--- config.mk ---
export PLATFORM = sky130hd
export DESIGN_NAME = uart_rx_byte
export DESIGN_NICKNAME = d
export VERILOG_FILES = /design/src/rtl/uart_rx_byte.sv
export SDC_FILE = /design/constraint.sdc
export NUM_CORES = 1
export LEC_CHECK = 0
export ABC_AREA = 1
export BUFFER_PORTS_ARGS = -buffer_cell sky130_fd_sc_hd__buf_2
export CAP_MARGIN = 20
export CORE_MARGIN = 2
export CORE_UTILIZATION = 47
export CTS_CLUSTER_SIZE = 12
export DETAILED_ROUTE_END_ITERATION = 10
export PLACE_DENSITY = 0.65
export SLEW_MARGIN = 40
export SYNTH_ARGS = -nofsm -noshare
export SYNTH_HDL_FRONTEND = slang
export SYNTH_SLANG_ARGS = --single-unit
--- constraint.sdc ---
create_clock -name clk_12 -period 2.7 [get_ports clk_12]
set_clock_uncertainty 0.15 [all_clocks]
set_input_delay 0.675 -clock clk_12 [delete_from_list [all_inputs] [get_ports clk_12]]
set_output_delay 0.675 -clock clk_12 [all_outputs]
set_load 0.1 [all_outputs]
--- src/rtl/uart_rx_byte.sv ---
// 8N1 UART receiver: synchronises the serial line, samples each bit at mid-bit
// and emits one-cycle strobes for good bytes (rx_valid) and bad stop bits (rx_frame_err).
module uart_rx_byte #(
    parameter int CLKS_PER_BIT = 104,
    parameter int SYNC_STAGES  = 2
) (
    input  logic       clk_12,
    input  logic       rst_n,
    input  logic       uart,
    output logic [7:0] rx_data,
    output logic       rx_valid,
    output logic       rx_frame_err,
    output logic       rx_busy
);

    localparam int CNT_W = $clog2(CLKS_PER_BIT);
    localparam logic [CNT_W-1:0] HALF_LAST = CNT_W'(CLKS_PER_BIT / 2 - 1);
    localparam logic [CNT_W-1:0] BIT_LAST  = CNT_W'(CLKS_PER_BIT - 1);
    localparam logic [CNT_W-1:0] CNT_ONE   = CNT_W'(1);

    localparam logic [2:0] ST_IDLE  = 3'd0;
    localparam logic [2:0] ST_START = 3'd1;
    localparam logic [2:0] ST_DATA  = 3'd2;
    localparam logic [2:0] ST_STOP  = 3'd3;
    localparam logic [2:0] ST_BREAK = 3'd4;

    logic [SYNC_STAGES-1:0] sync_q;
    logic                   rx_s;
    logic                   rx_s_d;
    logic [2:0]             state;
    logic [CNT_W-1:0]       clk_cnt;
    logic [2:0]             bit_cnt;
    logic [7:0]             shift_q;

    // Flops reset to 1 so a line already low at release is seen as a fresh falling edge.
    always_ff @(posedge clk_12 or negedge rst_n) begin
        if (!rst_n) begin
            sync_q <= '1;
            rx_s_d <= 1'b1;
        end else begin
            sync_q <= {sync_q[SYNC_STAGES-2:0], uart};
            rx_s_d <= rx_s;
        end
    end

    assign rx_s    = sync_q[SYNC_STAGES-1];
    assign rx_busy = (state != ST_IDLE);

    always_ff @(posedge clk_12 or negedge rst_n) begin
        if (!rst_n) begin
            state        <= ST_IDLE;
            clk_cnt      <= '0;
            bit_cnt      <= 3'd0;
            shift_q      <= 8'h00;
            rx_data      <= 8'h00;
            rx_valid     <= 1'b0;
            rx_frame_err <= 1'b0;
        end else begin
            rx_valid     <= 1'b0;
            rx_frame_err <= 1'b0;
            case (state)
                ST_IDLE: begin
                    if (rx_s_d && !rx_s) begin
                        state   <= ST_START;
                        clk_cnt <= '0;
                    end
                end
                ST_START: begin
                    if (clk_cnt == HALF_LAST) begin
                        clk_cnt <= '0;
                        bit_cnt <= 3'd0;
                        state   <= rx_s ? ST_IDLE : ST_DATA;
                    end else begin
                        clk_cnt <= clk_cnt + CNT_ONE;
                    end
                end
                ST_DATA: begin
                    if (clk_cnt == BIT_LAST) begin
                        clk_cnt <= '0;
                        shift_q <= {rx_s, shift_q[7:1]};
                        bit_cnt <= bit_cnt + 3'd1;
                        if (bit_cnt == 3'd7) begin
                            state <= ST_STOP;
                        end
                    end else begin
                        clk_cnt <= clk_cnt + CNT_ONE;
                    end
                end
                ST_STOP: begin
                    // Leaving at mid-stop lets a back-to-back start edge be caught.
                    if (clk_cnt == BIT_LAST) begin
                        clk_cnt <= '0;
                        if (rx_s) begin
                            rx_data  <= shift_q;
                            rx_valid <= 1'b1;
                            state    <= ST_IDLE;
                        end else begin
                            rx_frame_err <= 1'b1;
                            state        <= ST_BREAK;
                        end
                    end else begin
                        clk_cnt <= clk_cnt + CNT_ONE;
                    end
                end
                ST_BREAK: begin
                    if (rx_s) begin
                        state <= ST_IDLE;
                    end
                end
                default: state <= ST_IDLE;
            endcase
        end
    end

endmodule

---- Word level (Yosys, flattened, before mapping) ----
Cells that the tools add are included.
operators by class
  eq/ne operators ......................... 13
  reductions and logical operators ........ 12
  add/sub/neg operators ................... 2
  muxes and demuxes ....................... 22
operators by type and width
  kind                                                              number
  3-bit two-way mux                                                 9
  7-bit two-way mux                                                 3
  7-bit case mux with 3 select lines                                1
  3-bit case mux with 5 select lines                                1
  2-bit != test (second input constant)                             6
  7-bit by 1-bit adder with 7-bit output (second input constant)    1
  7-bit by 6-bit == test with 1-bit output (second input constant)  1
  7-bit == test (second input constant)                             1
  3-bit by 2-bit == test with 1-bit output (second input constant)  2
  3-bit == test (second input constant)                             2
  1-bit two-way mux                                                 6
  3-bit case mux with 2 select lines                                1
  3-bit AND reduction                                               2
  6-bit AND reduction                                               1
  3-bit nonzero test                                                2
  2-bit AND reduction                                               2
  3-bit by 1-bit adder with 3-bit output (second input constant)    1
  3-bit by 1-bit == test with 1-bit output (second input constant)  1
  3-bit logical NOT                                                 1
  2-bit two-way mux                                                 1
  2-bit nonzero test                                                1
  2-bit OR reduction                                                1
  1-bit logical AND                                                 1
  1-bit logical NOT                                                 1
storage, ports and cells
  bits of input ports ..................... 3
  flip-flop bits (word level) ............. 34
  logic and storage cells ................. 58
  output and inout port bits .............. 11

---- Logic depth before layout (Yosys ltp) ----
Gate-level depths: netlist of run 1.
  word-level depth ........................ 4
  gate-level depth with buffers ........... 9
  mapped depth without buffers ............ 9

---- Worst setup path after synthesis of run 1 ----
No wires, ideal clock.
  path kind ............................... reg2out
  start point ............................. register state[1]
  end point ............................... output rx_busy
  required time ........................... 1.875 ns
  data arrival time ....................... 1.123 ns
  cell stages (with the launch flop) ...... 3
  buffers on the path ..................... 0
  setup slack ............................. 0.752 ns
  cell sequence ........................... dfrtp_1 nor2_1 nand2_1
between the ends
  longest elaborated chain between the ends .. 1
RTL lines
  element                   line  source
  start: declaration        30    logic [2:0] state;
  start signal: assignment  72    state <= rx_s ? ST_IDLE : ST_DATA;
  3-bit nonzero test        47    assign rx_busy = (state != ST_IDLE);
  end: declaration          13    output logic rx_busy
Every way passes these cells.

---- Worst setup path in the final report of run 1 ----
Ends and elaborated chain as after synthesis.

==> impl_results.md, run 1 <==
- Tot GR Track Use: 17.3%
- Layout cell share with drive strength beyond 1: 24.0%
- Fin crit period: 2.19 ns
- IO Pins: 14
- First-pass GRT wire length: 5340 um
- Ys flop type: dfrtp_1
- H-tree level count: 2
- Critical path arrival: 1.37 ns
- Worst Tran Pin Value: 0.735 ns
- Via count: 1212
- Biggest area consumer among synthesized cells: dfrtp_1
- Maximum vdd ir drop: 0.399 mV
- Resized cells post-CTS: 0
- Crit Path Category: reg2out
- Post-CTS setup buffer count: 0
- Sequential power share: 45.2%
- Final wirelength: 2930 um
- Max-slew headroom: 51.0%
- Post-place instance area: 1760 sq um
- Main area contributors after synthesis: dfrtp_1 46%, nand2_1 11%, o21ai_2 7.9%
- IO Port Bufs: 13
- Die W: 63.6 um
- Core Box Area: 3360 sq um
- Switching pwr: 589 uW
- Synth Net Count: 196
- Seq cells post-synth: 34
- Multi-input gate area: 682 sq um
- Cells after Synth: 190
- Max_cap viols: 0
- Clock Latency Late Sink: 0.34 ns
- Switch share: 41.7%
- Initial antenna violation count: 0
- Hold_buf cts: 0
- CP Launch Type: flip-flop
- Die H: 63.6 um
- Library cells used by synthesis: 20
- Total Neg Setup Slack: 0 ns
- DP HPWL: 2180 um
- Synth Warn #: 0
- Hold violation count in the final report: 0
- Cell Int Power: 823 uW
- Root Buffer Master: clkbuf_4
- Gr ovfl total: 0
- Clock Sinks: 34
- Combinational power share: 33.6%
- Post-synth top area share: 46.4%
- Clk pwr share: 21.2%
- Largest net degree at the start of global routing: 35
- DR DRC count: 0
- CTS tree: yes
- Worst endpoint required time: 1.88 ns
- Clk pin slew, worst setup/hold paths: 0.10 ns
- Max-slew violations: 0
- Clock Path Buffers: 2
- Max Fclk: 456 MHz
- Sequential fraction of the synthesis area: 51.1%
- RSZ-0062 raised after global routing: false
- Asr flop ratio synth: 100%
- Status: completed
- Die area: 4050 sq um
- Avg Vias per Cell: 4.77
- DRT Pass-1 Iters: 5
- Fillcell total: 351
- Post-synth top cells: 51 x nand2_1, 31 x dfrtp_1, 25 x inv_1, 18 x nand3_1
- Post-route ant nets: 0
- Nets: 213
- Average size of a mapped cell: 8.80 sq um
- Number of synthesized flops with an enable pin: 0
- Critical Path End Type: output pin
- Min-Delay Path Class: reg2reg
- TritonCTS buffer count: 5
- Row Count: 21
- Drt wl/cell: 11.5 um
- Design Area, Final: 1820 sq um
- Reg area: 855 sq um
- Layout area overhead: 9.13%
- Leak pwr: 0.950 nW
- Pwr dens: 774 nW/um^2
- GPL Wtd Cong: 0.854
- Vias in the first global route: 1258
- Synthesized area: 1670 sq um
- Setup Viol. Count Final: 0
- Ant diodes: 0
- Top-count cell post-synth: nand2_1
- Crit Path Max Fanout: 6
- Post-route clock period utilization: 81.2%
- Initial Util: 49.7%
- Initial DRC Count: 96
-- sequential cells by signal (all words and copies together), names as in the netlist --
register and count:
clk_cnt 7, shift_q 8, bit_cnt 3, rx_frame_err 1, rx_s_d 1, sync_q 2, rx_valid 1, state 3
rx_data 8
-- cell type report --
cell class / count / share of cell area, %
well taps: 46 / 3.16
repair buffers: 13 / 3.57
clock inverters: 2 / 0.686
clock buffers: 6 / 2.81
inverters: 27 / 5.56
flip-flops and latches: 34 / 46.8
multi-input cells: 126 / 37.4
-- per-stage QoR --
| stage | setup slack, ns | utilization [%] | cells | hold WS, ns | power, mW |
|---|---|---|---|---|---|
| after floorplan | 0.752 | - | 190 | 0.195 | 1.02 |
| after global placement | 0.917 | 52.3 | 246 | 0.196 | 1.10 |
| after detailed placement | 0.881 | 52.3 | 246 | 0.200 | 1.13 |
| after CTS | 0.494 | 54.2 | 254 | 0.216 | 1.44 |
| after global routing | 0.414 | 54.2 | 254 | 0.223 | 1.53 |
| final | 0.507 | 54.2 | 254 | 0.213 | 1.41 |
-- kinds of logic (layout without fill, tap and decap cells) --
| family | after synthesis | in the layout | share of synthesized area, % |
|---|---|---|---|
| and+or+nand+nor | 100 | 100 | 27.8 |
| DFF | 34 | 34 | 51.1 |
| buffers and inverters | 30 | 48 | 8.08 |
| AOI/OAI and AO/OA | 21 | 21 | 9.66 |
| adders and majority gates | 3 | 3 | 2.25 |
| xor gates and xnor gates | 2 | 2 | 1.05 |
-- worst max-delay path: stages (launching register included) --
cell,delay [ns]
dfrtp_1,0.44
nor2_1,0.10
nand2_1,0.08
buf_2,0.42
-- power groups by stage --
stage / Clock, mW / Combinational (mW) / Sequential (mW)
5_1_grt: 0.341 / 0.540 / 0.649
3_5_place_dp: 0 / 0.477 / 0.648
2_1_floorplan: 0 / 0.394 / 0.626
4_1_cts: 0.317 / 0.480 / 0.638
3_3_place_gp: 0 / 0.461 / 0.642
6_report: 0.299 / 0.475 / 0.639
-- cells in the final DEF, fill, tap and decap left out --
cell,count
nand2_1,51
dfrtp_1,31
inv_1,25
nand3_1,18
nor2_1,15
o21ai_2,15
buf_2,13
nand2_2,5
o21ai_0,5
clkbuf_4,5
nand4_1,4
ha_1,3
dfstp_2,3
nor2_4,2
inv_2,2
xor2_1,2
nand3b_1,2
nand3_4,1
nor3_1,1
nand2_4,1
o21ai_1,1
clkinvlp_4,1
clkinv_2,1
clkbuf_8,1
-- path summary, 6_finish.rpt --
path,from,to,slack (ns),depth (start not counted)
setup reg to reg,clk_cnt[0]$_DFFE_PN0P_,bit_cnt[0]$_DFFE_PN0P_,0.97,8
hold / removal,sync_q[0]$_DFF_PN1_,sync_q[1]$_DFF_PN1_,0.21,0
setup / recovery,state[1]$_DFFE_PN0P_,rx_busy,0.51,3
min in group asynchronous,rst_n,clk_cnt[4]$_DFFE_PN0P_,0.23,1
hold reg to reg,sync_q[0]$_DFF_PN1_,sync_q[1]$_DFF_PN1_,0.21,0
max in group asynchronous,rst_n,bit_cnt[0]$_DFFE_PN0P_,1.69,1
-- layer usage --
| layer | global-route usage (%) | vias up | part of all wire (%) |
|---|---|---|---|
| met5 | 0 | - | 0 |
| met4 | 8.15 | 0 | 2.7 |
| met3 | 5.89 | 8 | 3.7 |
| met2 | 28.8 | 19 | 48 |
| met1 | 20.0 | 551 | 46 |
| li1 | - | 634 | - |
(Power assumes the default switching activity.)
==> run 2: changes to the inputs <==
clock period = 2.21 ns   (was 2.7 ns; I/O delays follow)
==> run 2 against run 1 <==
Net effect: final area up 3.0%; sequential power increased by 22%; routed wire length down 1.6%; first-iteration DRC count decreased by 42%; core utilization is 1.6 points higher; final cell count is 0.39% higher; worst hold slack got worse by 0.058 ns; critical path type unchanged; via count is 2.8% higher; sequential cell count unchanged; sequential share of layout area down 1.4 points; largest power group unchanged; count of clock-buffer cells in the layout fell by 1.
==> impl_results.md, run 2 (same netlist as run 1, synthesis figures left out) <==
- Core Box Area: 3360 sq um
- Top Registers: rx_data: 8 flops, shift_q: 8 flops, clk_cnt: 7 flops
- Layout cell share with drive strength beyond 1: 23.9%
- Slowest cell on crit path: dfrtp_1
- Crit Path Max Fanout: 6
- Util after Layout: 55.9%
- Drt wl/cell: 11.3 um
- Nets: 214
- Critical path arrival: 1.36 ns
- RSZ-0062 raised after global routing: false
- Max-slew violations: 0
- Post-route ant nets: 0
- Row Count: 21
- Clock Path Buffers: 2
- Worst endpoint required time: 1.51 ns
- Avg Vias per Cell: 4.89
- Gr ovfl total: 0
- TritonCTS buffer count: 5
- Initial antenna violation count: 0
- Final wirelength: 2880 um
- Die H: 63.6 um
- Min-Delay Path Class: in2reg
- CTS tree: yes
- R2R depth: 9
- Initial Util: 49.7%
- Maximum vdd ir drop: 0.834 mV
- Max Fclk: 485 MHz
- Cell Chain, Critical Path: nor2_1 -> nand2_1 -> buf_2
- CP Launch Type: flip-flop
- Clock Latency Late Sink: 0.34 ns
- Status: completed
- Total Neg Setup Slack: 0 ns
- Most common cell after layout, fill and taps aside: nand2_1
- Die W: 63.6 um
- CP delay by family, top: flip-flops
- Levels on crit path: 3
- Max-slew headroom: 67.6%
- Clock Sinks: 34
- Fillcell total: 328
- Critical Path End Type: output pin
- Pwr dens: 1030 nW/um^2
- IO Pins: 14
- Largest net degree at the start of global routing: 35
- Die area: 4050 sq um
- Layout area overhead: 12.4%
- Layout Cells excl Fill: 255
- Clk pin slew, worst setup/hold paths: 0.10 ns
- Hold violation count in the final report: 0
- Hold Crit Depth: 1
- Placed cells: 246
- CP bufs+invs: 1
- Commonest cells after routing, fill and taps aside: 51 x nand2_1, 31 x dfrtp_1, 25 x inv_1, 18 x nand3_1
- Vias in the first global route: 1189
- First-pass GRT wire length: 5090 um
- Post-route clock period utilization: 93.4%
- Ant diodes: 0
- Root Buffer Master: clkbuf_4
- DRT Pass-1 Iters: 4
- Leak pwr: 0.976 nW
- IO Port Bufs: 13
- Max_cap viols: 0
- Worst Tran Pin Value: 0.489 ns
- Via count: 1246
- DP HPWL: 2090 um
- H-tree level count: 2
- Tot GR Track Use: 16.5%
- Crit Path Category: reg2out
- Setup Viol. Count Final: 0
- Fin crit period: 2.06 ns
- GPL Wtd Cong: 0.847
- DR DRC count: 0
- Crit-path max cell delay: 0.43 ns
- Initial DRC Count: 56
## run 2: cell types whose count changed in the layout (fill, tap and decap cells not counted)
cell / delta
clkinvlp_4: -1
clkinv_2: -1
clkinv_4: +1
bufinv_16: +2
clkbuf_8: -1
buf_4: +1
dlygate4sd3_1: +1
buf_2: -1
## run 2: metal layers
layer | wire length, um | global-route usage [%] | vias to the layer above
li1 | - | - | 641
met1 | 1370 | 19.9 | 581
met2 | 1360 | 27.0 | 19
met3 | 104 | 5.89 | 5
met4 | 48 | 6.52 | 0
met5 | 0 | 0 | -
## run 2: worst paths after layout
| check | end | startpoint | slack, ns |
|---|---|---|---|
| worst min-delay path | sync_q[0]$_DFF_PN1_ | uart | 0.16 |
| worst min register to register | sync_q[1]$_DFF_PN1_ | sync_q[0]$_DFF_PN1_ | 0.21 |
| worst max register to register | state[0]$_DFFE_PN0P_ | clk_cnt[0]$_DFFE_PN0P_ | 0.50 |
| min in group asynchronous | rx_frame_err$_DFF_PN0_ | rst_n | 0.52 |
| max in group asynchronous | sync_q[0]$_DFF_PN1_ | rst_n | 1.04 |
| worst max-delay path | rx_busy | state[1]$_DFFE_PN0P_ | 0.15 |
## run 2: cell type report
type | instances | area, sq um | area share (%)
clock buffer | 5 | 37.5 | 2.00
tap | 46 | 57.6 | 3.06
clock inverter | 3 | 68.8 | 3.66
timing repair buffer | 14 | 77.6 | 4.13
inverter | 27 | 101 | 5.39
sequential | 34 | 855 | 45.5
multi-input combinational | 126 | 682 | 36.3
## run 2: through the flow
| step | power, mW | worst slack (ns) | hold WS (ns) | instance area (sq um) |
|---|---|---|---|---|
| 5_1_grt | 2.07 | 0.0464 | 0.117 | 1880 |
| 3_5_place_dp | 1.37 | 0.516 | 0.197 | 1760 |
| 3_3_place_gp | 1.35 | 0.550 | 0.197 | 1760 |
| 2_1_floorplan | 1.25 | 0.269 | 0.107 | 1670 |
| 4_1_cts | 1.96 | 0.123 | 0.118 | 1870 |
| 6_report | 1.94 | 0.147 | 0.155 | 1880 |
## run 2: where the power goes
part,internal (mW),switching [mW],total (mW)
combinational,0.160,0.419,0.580
clock,0.354,0.223,0.577
sequential,0.693,0.0865,0.780
## run 2: repair_timing
item	CTS	global route
buffers inserted	0	0
gates resized for setup	0	0
hold buffers	0	1
hold endpoints to repair	0	16
